`config.mk`:
```
export PLATFORM = sky130hd
export DESIGN_NAME = bf_data_port
export DESIGN_NICKNAME = d
export VERILOG_FILES = /design/src/rtl/bf_data_port.sv
export SDC_FILE = /design/constraint.sdc
export NUM_CORES = 1
export LEC_CHECK = 0
export CAP_MARGIN = 20
export CORE_ASPECT_RATIO = 0.9
export CORE_MARGIN = 2
export CORE_UTILIZATION = 49
export DETAILED_ROUTE_END_ITERATION = 6
export PLACE_DENSITY = 0.84
export SETUP_SLACK_MARGIN = 0.5
export SYNTH_ARGS = -nofsm -noshare
export SYNTH_HDL_FRONTEND = slang
export SYNTH_SLANG_ARGS = --single-unit
```
`constraint.sdc`:
```
create_clock -name clk -period 3.1 [get_ports clk]
set_clock_uncertainty 0.15 [all_clocks]
set_input_delay 0.93 -clock clk [delete_from_list [all_inputs] [get_ports clk]]
set_output_delay 0.93 -clock clk [all_outputs]
set_load 0.02 [all_outputs]
```
`src/rtl/bf_data_port.sv`:
```
// bf_data_port: turns Brainfuck data commands into req/ack memory transactions and owns the data pointer.
// Optional BF_DATA_CELL_CACHE_EN: remember that rdata mirrors the current cell and skip redundant reads.
`ifndef DIRECTION_READ
`define DIRECTION_READ 1'b0
`endif
`ifndef DIRECTION_WRITE
`define DIRECTION_WRITE 1'b1
`endif

module bf_data_port #(
    parameter int unsigned d_addr_width = 8,
    parameter int unsigned d_mem_length = 64
) (
    input  logic                    clk,
    input  logic                    rst_n,
    input  logic                    cmd_valid,
    input  logic [2:0]              cmd_op,
    input  logic [7:0]              cmd_wdata,
    output logic                    cmd_ready,
    output logic                    done,
    output logic [7:0]              rdata,
    output logic                    cell_zero,
    output logic [d_addr_width-1:0] dptr,
    output logic                    d_req,
    output logic                    d_dir,
    output logic [d_addr_width-1:0] d_addr,
    output logic [7:0]              d_wdata,
    input  logic                    d_ack,
    input  logic [7:0]              d_rdata
);

    typedef enum logic [2:0] {IDLE, RD, GAP, WR, FIN} state_t;

    localparam logic [2:0] OP_INC   = 3'd0;
    localparam logic [2:0] OP_DEC   = 3'd1;
    localparam logic [2:0] OP_RIGHT = 3'd2;
    localparam logic [2:0] OP_LEFT  = 3'd3;
    localparam logic [2:0] OP_LOAD  = 3'd4;
    localparam logic [2:0] OP_STORE = 3'd5;
    localparam logic [2:0] OP_NOP   = 3'd6;

    localparam logic [d_addr_width-1:0] PTR_ONE  = d_addr_width'(1);
    localparam logic [d_addr_width-1:0] PTR_LAST = d_addr_width'(d_mem_length - 1);

    state_t                  state, state_nxt;
    logic [2:0]              op, op_nxt;
    logic [d_addr_width-1:0] dptr_nxt, d_addr_nxt;
    logic [7:0]              rdata_nxt, d_wdata_nxt;
    logic                    d_req_nxt, d_dir_nxt, done_nxt;
    logic                    accept, cache_hit;

    // 8-bit wrapping increment/decrement of a cell value
    function automatic logic [7:0] cell_step(input logic [7:0] v, input logic down);
        return down ? v - 8'd1 : v + 8'd1;
    endfunction

    assign cmd_ready = (state == IDLE);
    assign accept    = cmd_valid && cmd_ready;
    assign cell_zero = (rdata == 8'd0);

`ifdef BF_DATA_CELL_CACHE_EN
    logic cache_valid;

    always_ff @(posedge clk) begin
        if (!rst_n)
            cache_valid <= 1'b0;
        else if (accept && (cmd_op == OP_RIGHT || cmd_op == OP_LEFT))
            cache_valid <= 1'b0;
        else if (state == FIN &&
                 (op == OP_INC || op == OP_DEC || op == OP_LOAD || op == OP_STORE))
            cache_valid <= 1'b1;
    end

    assign cache_hit = cache_valid;
`else
    assign cache_hit = 1'b0;
`endif

    always_ff @(posedge clk) begin
        if (!rst_n)
            state <= IDLE;
        else
            state <= state_nxt;
    end

    always_comb begin
        state_nxt = state;
        case (state)
            IDLE: begin
                if (accept) begin
                    case (cmd_op)
                        OP_INC, OP_DEC: state_nxt = cache_hit ? WR : RD;
                        OP_LOAD:        state_nxt = cache_hit ? FIN : RD;
                        OP_STORE:       state_nxt = WR;
                        default:        state_nxt = FIN;
                    endcase
                end
            end
            RD:      if (d_ack) state_nxt = (op == OP_LOAD) ? FIN : GAP;
            GAP:     state_nxt = WR;
            WR:      if (d_ack) state_nxt = FIN;
            FIN:     state_nxt = IDLE;
            default: state_nxt = IDLE;
        endcase
    end

    // Next values of the registered outputs; request lines follow the state being entered
    always_comb begin
        op_nxt      = op;
        dptr_nxt    = dptr;
        rdata_nxt   = rdata;
        d_wdata_nxt = d_wdata;
        d_req_nxt   = (state_nxt == RD) || (state_nxt == WR);
        d_dir_nxt   = (state_nxt == WR) ? `DIRECTION_WRITE : `DIRECTION_READ;
        d_addr_nxt  = d_req_nxt ? dptr : d_addr;
        done_nxt    = (state_nxt == FIN);
        case (state)
            IDLE: begin
                if (accept) begin
                    op_nxt = cmd_op;
                    case (cmd_op)
                        OP_STORE: d_wdata_nxt = cmd_wdata;
                        OP_INC, OP_DEC: begin
                            if (cache_hit) d_wdata_nxt = cell_step(rdata, cmd_op == OP_DEC);
                        end
                        OP_RIGHT: dptr_nxt = (dptr == PTR_LAST) ? '0 : dptr + PTR_ONE;
                        OP_LEFT:  dptr_nxt = (dptr == '0) ? PTR_LAST : dptr - PTR_ONE;
                        default: ;
                    endcase
                end
            end
            RD:  if (d_ack) rdata_nxt = d_rdata;
            GAP: d_wdata_nxt = cell_step(rdata, op == OP_DEC);
            WR:  if (d_ack) rdata_nxt = d_wdata;
            default: ;
        endcase
    end

    always_ff @(posedge clk) begin
        if (!rst_n) begin
            op      <= OP_NOP;
            dptr    <= '0;
            rdata   <= 8'd0;
            done    <= 1'b0;
            d_req   <= 1'b0;
            d_dir   <= `DIRECTION_READ;
            d_addr  <= '0;
            d_wdata <= 8'd0;
        end else begin
            op      <= op_nxt;
            dptr    <= dptr_nxt;
            rdata   <= rdata_nxt;
            done    <= done_nxt;
            d_req   <= d_req_nxt;
            d_dir   <= d_dir_nxt;
            d_addr  <= d_addr_nxt;
            d_wdata <= d_wdata_nxt;
        end
    end

endmodule

```
==> summary.txt, run 1 <==
Outcome
  – Outcome: finished clean

STA
  – Max Fclk: 389 MHz
  – RSZ-0062 raised after global routing: yes
  – Worst Tran Pin Value: 643 ps
  – Final setup fails: 0
  – Setup TNS Final: 0 ps
  – Final hold vios: 0
  – Slew Viols, Final: 0
  – Max-Slew Margin vs Limit: 0.570
  – Setup ws final: 528 ps
  – Tmin final: 2570 ps
  – Tcrit/Tclk final: 0.830

Logic synthesis
  – Syn. warnings: 0
  – Ys flop type: dfxtp_1
  – Count leader, synth: dfxtp_1
  – Synth cell types: 57
  – Syn_area_per_cell: 8.50 sq um
  – Seq cells post-synth: 41
  – Yosys top cell by area: dfxtp_1
  – Syn Nets: 314
  – Synth Instances: 281
  – Synth area leaders: dfxtp_1, ha_1, mux2i_1
  – Post-Syn Area: approximately 0.0024 sq mm
  – Post-Synth Simple-Gate Area: 0.238
  – Area share of fa/ha/maj cells after synthesis: 0.0556
  – Xor and xnor area share after synthesis: 0.0220
  – Synth Area in Compound Gates: 0.235
  – EDFF count, synth: 0
  – Largest family of logic cells by synthesized area: simple AND/OR/NAND/NOR gates
  – Top cell type's share of synthesized area: 0.344
  – Ys async rst share: 0
  – Sequential fraction of the synthesis area: 0.344
  – Post-synth top cells: dfxtp_1, nor2_1, nand2_1, a21oi_1, o21ai_0
  – Mux share of post-synthesis cell area: 0.0419

Setup path
  – Reg-to-reg startpoint: op[1]$_SDFFE_PN1P_
  – Cell Chain, Critical Path: or4_1, nor2_1, clkbuf_2
  – R2r worst-path depth: 7
  – R2R setup slack: 700 ps
  – Max incr delay on CP: around 560 ps
  – Endpoint class of the critical path: output pin
  – CP Data Required Time: 2020 ps
  – Crit path launch type: register
  – CP max FO: 4
  – Slowest cell on crit path: or4_1
  – R2R Path End: d_wdata[7]$_SDFFE_PN0P_
  – CP Class: register to output pin
  – Critical path arrival: 1490 ps

CTS
  – Clk buf depth: 2
  – Skew-Pair Late Insertion Delay: 290 ps
  – Hold-fix buffers, CTS: 0
  – Post-CTS resize count: 4
  – Clock root cell: clkbuf_8
  – CTS Sinks: 41
  – CTS tree: done
  – CTS clk-pin slew, worst paths: 80 ps
  – # H-tree levels: 2
  – Setup Fix Bufs, Post-CTS: 0
  – Cts bufs inserted: 5

Worst hold path
  – Hold Path Stages: 2
  – Worst hold start: op[0]$_SDFFE_PN0P_
  – Hold Crit Class: register to register
  – Hold endpoint: op[0]$_SDFFE_PN0P_

Routing
  – Number of routed nets with antenna violations: 0
  – Wire length per cell: 16.2 um
  – Via count: 2,421
  – Drt via density: 6.02
  – DR DRC count: 0
  – DR pass1 iterations: 6
  – WL final: 6510 um
  – DR iter-0 viols: 161

Pwr
  – Pwr Total: around 1.3 mW
  – PwrDens: approximately 430 mW/mm^2
  – VDD IR max: 0.262 mV
  – Leakage: 1.25 nW

Floorplanning
  – Die height: 70.2 um
  – Starting Density: 0.500
  – Core Box Area: 0.00477 sq mm
  – Horiz. Die Dim: 77.6 um
  – Die area: about 0.0054 sq mm
  – Rows: 24
  – I/O pin count: 60

Flow run
  – Maxcap violations: 0

Place
  – Placed cell areas: 0.00302 sq mm
  – Post-DP HPWL: roughly 4800 um
  – Pre-CTS WS: 209 ps
  – Dpl cells: just under 400
  – Routability Congestion: 0.864
  – Number of port buffers: 59

Global route
  – Total GRT Usage: 0.248
  – Initial antenna violation count: 0
  – First-pass GRT wire length: 10,800 um
  – Pin count of the biggest net entering global routing: 14
  – GRT overflow: 0
  – Number of global-route vias before repair: around 2,300

Layout
  – Nets@finish: between 300 and 400
  – Cell Count, Final, Fillers Out: 402
  – Area grow syn2layout: 30.9%
  – Fraction of layout cells with a size suffix above 1: 0.107
  – ANT cells: 0
  – Post-route cell area: 0.00313 sq mm
where the power goes:
part | switching [mW] | internal (mW) | total [mW]
Clock | 0.182 | 0.234 | 0.416
Combinational | 0.173 | 0.155 | 0.328
Sequential | 0.0388 | 0.560 | 0.598
Total | 0.393 | 0.949 | 1.34
cell type report:
class / instances / area (sq um)
sequential: 41 / 826
multi-input combinational: 211 / 1420
clock inverter: 2 / 35.0
inverter: 9 / 33.8
tap: 65 / 81.3
clock buffer: 5 / 68.8
timing repair buffer: 69 / 662
fill: 393 / 1650
worst max-delay path by stage:
stage	from	to	slack, ps	depth (start not counted)
4_1_cts	rdata[4]$_SDFFE_PN0P_	cell_zero	360	3
2_1_floorplan	op[0]$_SDFFE_PN0P_	d_wdata[7]$_SDFFE_PN0P_	600	6
6_report	rdata[4]$_SDFFE_PN0P_	cell_zero	530	3
5_1_grt	rdata[4]$_SDFFE_PN0P_	cell_zero	450	3
3_3_place_gp	cmd_valid	d_wdata[4]$_SDFFE_PN0P_	270	5
3_5_place_dp	cmd_valid	d_wdata[4]$_SDFFE_PN0P_	210	5
worst max-delay path, delay by kind of cell, from the launching register on:
kind                   cells  cell delay, ps
DFF                        1             350
buffers and inverters      1             170
and+or+nand+nor            2             680
layout by cell type (no fill, tap or decap), drive strengths merged, types with 3 or more instances in the layout:
cell type	n
nor2	25
nand2	22
dfxtp	41
a21oi	19
o221ai	8
or4	5
clkbuf	6
nand3	13
or2	3
nand4	5
a221oi	3
clkdlybuf4s50	56
and4b	3
and3	6
buf	10
or3	3
o21a	4
a211oi	11
mux2i	10
xnor2	4
ha	9
a31oi	6
nand2b	3
inv	9
o21ai	14
nor3	4
flip-flops by register name, indices dropped and copies added (netlist names):
| signal | flops |
|---|---|
| d_addr | 8 |
| d_wdata | 8 |
| dptr | 8 |
| rdata | 8 |
| op | 3 |
| state | 3 |
| d_dir | 1 |
| d_req | 1 |
| done | 1 |
layer usage:
| layer | share of wire | up-vias | GRT usage |
|---|---|---|---|
| met5 | 0 | - | 0 |
| met4 | 0.016 | 0 | 0.101 |
| met3 | 0.064 | 12 | 0.0426 |
| met2 | 0.46 | 106 | 0.365 |
| met1 | 0.46 | 1145 | 0.358 |
| li1 | - | 1158 | - |
stage by stage:
step,hold WS (ps),util
final,329,0.655
after global routing,350,0.655
after CTS,333,0.653
after detailed placement,321,0.632
after global placement,309,0.632
after floorplan,294,-
logic make-up (layout without fill, tap and decap cells):
logic type,count (synthesis),count (layout)
buf+inv,29,85
simple gates,103,103
mux,10,10
fa+ha+maj,10,10
compound gates,82,82
xor+xnor,6,6
flops,41,41
(Power assumes the default switching activity.)
==> run 2: changes to the inputs <==
--- a/config.mk
+++ b/config.mk
@@ -8,9 +8,9 @@
 export CAP_MARGIN = 20
 export CORE_ASPECT_RATIO = 0.9
 export CORE_MARGIN = 2
-export CORE_UTILIZATION = 49
+export CORE_UTILIZATION = 44
 export DETAILED_ROUTE_END_ITERATION = 6
-export PLACE_DENSITY = 0.84
+export PLACE_DENSITY = 0.8
 export SETUP_SLACK_MARGIN = 0.5
 export SYNTH_ARGS = -nofsm -noshare
 export SYNTH_HDL_FRONTEND = slang
==> constraint.sdc (replaced) <==
create_clock -name clk -period 2.2 [get_ports clk]
set_clock_uncertainty 0.15 [all_clocks]
set_input_delay 0.66 -clock clk [delete_from_list [all_inputs] [get_ports clk]]
set_output_delay 0.66 -clock clk [all_outputs]
set_load 0.02 [all_outputs]
==> run 2 against run 1 <==
The run now ends with setup timing left; die area rose by 11%; final cell count increased by 20%; highest routed layer unchanged; sequential share of layout area fell by 5.2 points; worst hold slack got worse by 9.0 ps; clock power rose by 74%; clock-buffer cell count grew 1; setup slack got worse by 570 ps; sequential power rose by 40%; combinational power rose by 120%; register-to-register slack worse by 740 ps; non-clock buffer count up 76; design area grew 32%.
==> summary.txt, run 2 (same netlist as run 1, synthesis figures left out) <==
Layout
  – ANT cells: 0 (unchanged)
  – Most frequent cells in the layout: buf_4, buf_6, buf_2
  – Area grow syn2layout: 72.9%
  – Cell Count, Final, Fillers Out: 481 (+20%)
  – Fraction of layout cells with a size suffix above 1: 0.527 (+0.420)
  – Most common cell after layout, fill and taps aside: buf_4
  – Core Util, Final: 0.785 (+0.131)
  – Nets@finish: 446 (+21%)
  – Post-route cell area: 0.00413 sq mm (+32%)

Floorplanning
  – Rows: 25 (+4.2%)
  – Die height: 73.9 um (+5.2%)
  – Horiz. Die Dim: 81.6 um (+5.2%)
  – Die area: 0.00603 sq mm (+11%)
  – Core Box Area: 0.00526 sq mm (+10%)
  – Starting Density: 0.454 (-0.0457)
  – I/O pin count: 60 (unchanged)

CTS
  – Clock root cell: clkbuf_8
  – CTS Sinks: 41 (unchanged)
  – CTS clk-pin slew, worst paths: 100 ps (+20 ps)
  – Cts bufs inserted: 5 (unchanged)
  – Skew-Pair Late Insertion Delay: 310 ps (+20 ps)
  – CTS tree: done
  – # H-tree levels: 2 (unchanged)
  – Clk buf depth: 2 (unchanged)

Setup path
  – Slowest cell on crit path: or4_4
  – CP Data Required Time: 1390 ps (-630 ps)
  – CP max FO: 2 (-2)
  – Endpoint class of the critical path: output pin
  – Reg-to-reg startpoint: op[2]$_SDFFE_PN1P_
  – Worst setup path startpoint: rdata[3]$_SDFFE_PN0P_
  – Crit path launch type: register
  – Critical path arrival: 1430 ps (-60 ps)
  – R2R setup slack: -40 ps (-740 ps)
  – Cell Chain, Critical Path: or4_4, nor2_4, buf_6
  – CP endpoint: cell_zero
  – Max incr delay on CP: 560 ps (about the same)
  – R2R Path End: d_wdata[4]$_SDFFE_PN0P_
  – R2r worst-path depth: 9 (+2)
  – CP Class: register to output pin

Routing
  – DR pass1 iterations: 5 (-1)
  – Number of routed nets with antenna violations: 0 (unchanged)
  – Wire length per cell: 21.7 um (+34%)
  – DR DRC count: 0 (unchanged)
  – WL final: 10,500 um (+61%)
  – Drt via density: 6.31 (+4.8%)
  – DR iter-0 viols: 381 (+140%)
  – Via count: 3,036 (+25%)

Worst hold path
  – Hold Crit Class: register to register

Pwr
  – PwrDens: 554 mW/mm^2 (+29%)
  – Switching pwr: 728 uW (+85%)
  – Pint: 1.56 mW (+64%)
  – Leakage: 1.79 nW (+44%)
  – Logic gate share of total power: 0.317 (+0.073)
  – Pwr Total: 2.29 mW (+70%)
  – Part of the power in registers: 0.367 (-0.079)
  – Switch share: 0.319 (+0.0254)
  – VDD IR max: 0.347 mV (+32%)
  – Clock Power Share: 0.316 (+0.006)

Global route
  – First-pass GRT wire length: 13,400 um (+23%)
  – Initial antenna violation count: 0 (unchanged)
  – Number of global-route vias before repair: 2,628 (+17%)
  – GRT overflow: 0 (unchanged)
  – Pin count of the biggest net entering global routing: 15 (+1)
  – Total GRT Usage: 0.294 (+0.0460)

STA
  – Tmin final: 2240 ps
  – Max-Slew Margin vs Limit: 0.743 (+0.173)
  – Final hold slack: 320 ps (-9.03 ps)
  – RSZ-0062 raised after global routing: yes
  – Worst Tran Pin Value: 383 ps (-259 ps)
  – Final hold vios: 0 (unchanged)
  – Slew Viols, Final: 0 (unchanged)
  – Max Fclk: roughly 450 MHz
  – Setup ws final: -42.1 ps (-570 ps)
  – Setup TNS Final: -77.8 ps (-77.8 ps)
  – Tcrit/Tclk final: 1.02
  – Final setup fails: 2 (+2)

Place
  – Post-DP HPWL: 5560 um (+16%)
  – Routability Congestion: 0.892 (+3.2%)
  – Pre-CTS WS: -292 ps (-501 ps)
  – Placed cell areas: 0.00343 sq mm (+14%)
  – Dpl cells: 433 (+9.6%)
  – Number of port buffers: 59 (unchanged)

Outcome
  – Failing checks: setup timing
  – Outcome: finished with violations

Flow run
  – Maxcap violations: 0 (unchanged)
## run 2: area by class of cell
cell class	instances	area, sq um
clock buffer	6	93.8
clock inverter	2	38.8
fill	300	1130
inverter	9	53.8
multi-input combinational	211	1730
sequential	41	876
tap	67	83.8
timing repair buffer	145	1260
## run 2: worst min-delay path by stage
stage	from	to	slack, ps	cells after the start
5_1_grt	op[0]$_SDFFE_PN0P_	op[0]$_SDFFE_PN0P_	350	2
3_5_place_dp	op[0]$_SDFFE_PN0P_	op[0]$_SDFFE_PN0P_	300	2
6_report	op[0]$_SDFFE_PN0P_	op[0]$_SDFFE_PN0P_	320	2
4_1_cts	op[0]$_SDFFE_PN0P_	op[0]$_SDFFE_PN0P_	320	2
2_1_floorplan	op[0]$_SDFFE_PN0P_	op[0]$_SDFFE_PN0P_	290	2
3_3_place_gp	op[0]$_SDFFE_PN0P_	op[0]$_SDFFE_PN0P_	290	2
## run 2: worst max-delay path, delay by kind of cell, from the launching register on
| family | cells | cell delay, ps |
|---|---|---|
| flops | 1 | 330 |
| buf+inv | 1 | 120 |
| simple gates | 2 | 690 |
## run 2: routing by layer
layer  vias up  global-route usage  part of all wire
met1      1420               0.401              0.39
met3        59              0.0553              0.10
met4         0               0.115             0.044
met5         -                   0                 0
li1       1304                   -                 -
met2       253               0.460              0.46
## run 2: power groups by stage
stage               sequential [mW]  clock [mW]  combinational (mW)
finish                        0.839       0.724               0.724
global route                  0.842       0.752               0.754
CTS                           0.835       0.708               0.619
detailed placement            0.855           0               0.560
global placement              0.855           0               0.548
floorplan                     0.878           0               0.289
## run 2: what timing repair did
action	CTS	global route
pin swaps	19	18
setup endpoints to repair	75	50
setup buffers	18	21
cloned	1	0
resized for setup	243	54
hold endpoints to repair	0	0
hold buffers	0	0
